File: src/rtl/writeback_buffer.sv
// Single-entry eviction buffer for the data cache.
// Drains one dirty line as an 8-beat write burst and answers snoops while busy.
module writeback_buffer (
    input  logic         Clk,
    input  logic         Rst_n,
    input  logic         Evict,
    input  logic [31:0]  EvictAddress,
    input  logic [255:0] EvictLine,
    output logic         Ready,
    output logic [31:0]  BaseAddress,
    output logic         AXIStartWrite,
    input  logic         AddrAccepted,
    output logic [31:0]  WriteData,
    output logic         WriteValid,
    output logic         WriteLast,
    input  logic         WriteReady,
    input  logic         RespValid,
    input  logic         RespError,
    output logic         Done,
    output logic         Error,
    input  logic [31:0]  SnoopAddress,
    output logic         SnoopHit,
    output logic [31:0]  SnoopData
);

    typedef enum logic [1:0] {
        IDLE,
        REQUEST,
        DATA,
        RESP
    } state_t;

    state_t            state;
    state_t            state_nx;
    logic [7:0][31:0]  buffer;
    logic [28:0]       base_line;
    logic [2:0]        counter;
    logic              done_q;
    logic              error_q;
    logic              unused_ok;

    always_ff @(posedge Clk or negedge Rst_n) begin
        if (!Rst_n) begin
            state <= IDLE;
        end else begin
            state <= state_nx;
        end
    end

    always_comb begin
        state_nx = state;
        case (state)
            IDLE:    if (Evict) state_nx = REQUEST;
            REQUEST: if (AddrAccepted) state_nx = DATA;
            DATA:    if (WriteReady && counter == 3'd7) state_nx = RESP;
            RESP:    if (RespValid) state_nx = IDLE;
            default: state_nx = IDLE;
        endcase
    end

    // Buffer only loads on an accepted eviction; counter wraps to 0 after beat 7
    always_ff @(posedge Clk or negedge Rst_n) begin
        if (!Rst_n) begin
            buffer    <= '0;
            base_line <= '0;
            counter   <= '0;
            done_q    <= 1'b0;
            error_q   <= 1'b0;
        end else begin
            done_q <= 1'b0;
            case (state)
                IDLE: begin
                    if (Evict) begin
                        buffer    <= EvictLine;
                        base_line <= EvictAddress[31:3];
                        counter   <= '0;
                        error_q   <= 1'b0;
                    end
                end
                DATA: begin
                    if (WriteReady) counter <= counter + 3'd1;
                end
                RESP: begin
                    if (RespValid) begin
                        error_q <= RespError;
                        done_q  <= 1'b1;
                    end
                end
                default: ;
            endcase
        end
    end

    assign Ready         = (state == IDLE);
    assign AXIStartWrite = (state == REQUEST);
    assign WriteValid    = (state == DATA);
    assign WriteLast     = (state == DATA) && (counter == 3'd7);
    assign WriteData     = buffer[counter];
    assign BaseAddress   = {base_line, 3'b000};
    assign Done          = done_q;
    assign Error         = error_q;

    // Lets a linefill of the in-flight line bypass stale memory
    assign SnoopHit  = (state != IDLE) && (SnoopAddress[31:3] == base_line);
    assign SnoopData = buffer[SnoopAddress[2:0]];

    assign unused_ok = ^EvictAddress[2:0];

endmodule

File: config.mk
export PLATFORM = sky130hd
export DESIGN_NAME = writeback_buffer
export DESIGN_NICKNAME = d
export VERILOG_FILES = /design/src/rtl/writeback_buffer.sv
export SDC_FILE = /design/constraint.sdc
export NUM_CORES = 1
export LEC_CHECK = 0
export ABC_AREA = 1
export CAP_MARGIN = 10
export CORE_MARGIN = 8
export CORE_UTILIZATION = 54
export CTS_BUF_LIST = sky130_fd_sc_hd__clkbuf_8
export DETAILED_ROUTE_END_ITERATION = 6
export PLACE_DENSITY = 0.95
export SLEW_MARGIN = 25
export SYNTH_ARGS = -nofsm -noshare
export SYNTH_HDL_FRONTEND = slang
export SYNTH_SLANG_ARGS = --single-unit
export TNS_END_PERCENT = 1
File: constraint.sdc
create_clock -name Clk -period 4.61 [get_ports Clk]
set_input_delay 0.922 -clock Clk [delete_from_list [all_inputs] [get_ports Clk]]
set_output_delay 0.922 -clock Clk [all_outputs]
set_load 0.05 [all_outputs]
==> flow_summary.ini <==
[timing]
worst_slew_pin_slew_ps = 881
slew_violations = 0
setup_viol = 0
max_freq_mhz = 242
period_needed_ps = 4140
hold_viol = 0
relSlewSlack_pct = 41.2
fin_hold_ws_ps = 272
timing.final.crit_share_pct = 89.7
fin_ws_ps = 474
rsz0062_at_grt = false
tns_ps = 0
fin_worst_skew_ps = 32.0

[floorplan]
die_h_microns = 188
io_pins = 430
die_width_microns = 188
initial_core_util_pct = 54.3
dieArea_sq_um = 35200
coreArea_sq_um = 29300
rows = 63

[synthesis]
synth_top_area_share_pct = 45.9
synth_seq_cells = 292
yosys.area.top_type = dfrtp_1
syn_area_sq_um = 15900
synth_flop_cell = dfrtp_1
netlist_instances = 1892
yosysUniqueCellTypes = 23
yosysSeqAreaShare_pct = 45.9
yosysWarnings = 0
synth_area_leaders = dfrtp_1, o21ai_0, mux2_1
syn_avg_cell_area_sq_um = 8.42
async_flop_share_pct = 100
synth_edf_count = 0

[layout]
final_common_cell = clkdlybuf4s50_1
area_delta_synth_final_pct = 36.0
fin_area_sq_um = 21700
num-nets-final = 2595
fillers = 1998
multiInputGateArea_sq_um = 7410
fin_util_pct = 73.8
final_cell_mix = clkdlybuf4s50_1, o21ai_0, dfrtp_1, nand2_1, nor2_1
regArea_sq_um = 7310
instances_no_fill = 2703
drive_gt1_share_pct = 10.5

[detailed_routing]
wirelength_microns = 59700
vias = 16000
avgRoutedWirePerCell_microns = 22.1
dr.first_iter.drc_count = 1694
routed_via_density = 5.92
drc_errors = 0
first_pass_iters = 6
ant_nets = 0

[clock_tree]
clock_sinks = 292
clockBufferDepth = 3
cts_setup_buffers = 0
post_cts_resized = 0
path_clk_slew_ps = 60
htreeDepth = 2
clk_latency_ps = 580
cts-root-buf = clkbuf_8
cts_tree = yes
cts_buffers = 48
hold_buffers = 0

[pwr]
peakVddDrop_mv = 0.738
power.density_nw_per_um2 = 708
leakagePower_nw = 9.66
power.total_mw = 15.3

[setup_path]
crit_path_end_kind = output port
reg2regPathDepth = 5
cp_max_fo = 73
r2r-end = buffer[212]
crit_chain = buf_4, o21ai_0, o21ai_0, nand2_1, nand2_1, clkdlybuf4s50_1
setup.worst_path.start = counter[1]
path_class = reg2out
worst_path_max_delay_cell = dfrtp_4
cp_slowest_stage_delay_ps = 940
cp.arrival_ps = 3210
crit_required_ps = 3690
r2r_start = state[0]
r2r_slack_ps = 2070
worstSetupEndpoint = WriteData[24]
startpoint_type = flip-flop

[placed_design]
dp.cells = 2600
dpl_cell_area_sq_um = 20600
globalplace.congestion = 0.986
dp_hpwl_microns = 41900
portBuffers = 423
dpl_worst_slack_ps = 767

[min_path]
hp-class = in2async

[job]
drv_cap = 0

[global_routing]
antenna_found_initial = 17
grt_pass1_vias = 16000
grt_overflow_total = 0
grt_start_max_net_pins = 154
grt_pass1_wl_microns = 91800
grt_util_all_layers_pct = 32.8

[run_status]
status = complete, no violations
-- Yosys cell counts (2+ instances only) --
cell type and count:
buf_1 13, buf_2 37, clkbuf_1 56, inv_1 117
o21ai_0 353, o21ai_1 44, ha_1 7, nand3_1 3
nor2_1 247, mux2_2 78, a21oi_1 214, nand2_1 266
dfrtp_1 292, buf_6 22, mux2_1 123, xnor2_1 2
buf_4 12
-- cells by family (layout without fill, tap and decap cells) --
kind of cell	count (synthesis)	after routing	synth area share, %
compound gates	612	612	19.2
simple gates	518	518	12.3
flops	292	292	45.9
buf+inv	259	664	7.73
mux	201	201	14.2
fa+ha+maj	7	7	0.550
xor+xnor	2	2	0.110
other cells	1	17	0.0235
-- flip-flops by register name, indices dropped and copies added (netlist names) --
register	count
Done	1
Error	1
base_line	29
buffer	256
counter	3
state	2
-- metal layers --
layer / vias to the layer above / GRT usage, % / wire, microns / part of all wire [%]
met5: - / 0 / 28 / 0.047
li1: 7063 / - / - / -
met2: 1180 / 50.7 / 26900 / 45
met1: 7510 / 41.5 / 22500 / 38
met3: 246 / 9.38 / 6890 / 12
met4: 6 / 17.2 / 3410 / 5.7
-- area by class of cell --
cell class	count	share of cell area (%)
multi-input combinational	1343	34.2
sequential	292	33.8
timing repair buffer	457	22.7
clock buffer	63	4.00
tap	390	2.25
inverter	119	2.07
clock inverter	25	0.786
antenna	14	0.162
-- power breakdown --
part           switching [mW]  internal [mW]  leakage [nW]
clock network            1.10           1.34         0.585
logic                    5.12           2.97          5.71
registers               0.950           3.85          3.36
total                    7.17           8.17          9.66
-- critical path: cells and delay by family (launching register included) --
family          cells  cell delay, ps
buf+inv             2            1210
compound gates      2             320
simple gates        2             150
flops               1             940
-- worst min-delay path by stage --
stage | slack (ps) | startpoint | end | cells after the start
floorplan | 480 | buffer[156] | buffer[156] | 1
global placement | 490 | buffer[84] | buffer[84] | 1
detailed placement | 490 | buffer[88] | buffer[88] | 1
CTS | 490 | Rst_n | base_line[7] | 1
global route | 290 | Rst_n | base_line[9] | 1
finish | 270 | Rst_n | base_line[9] | 1
No activity file was read; power rests on OpenSTA's default activity.
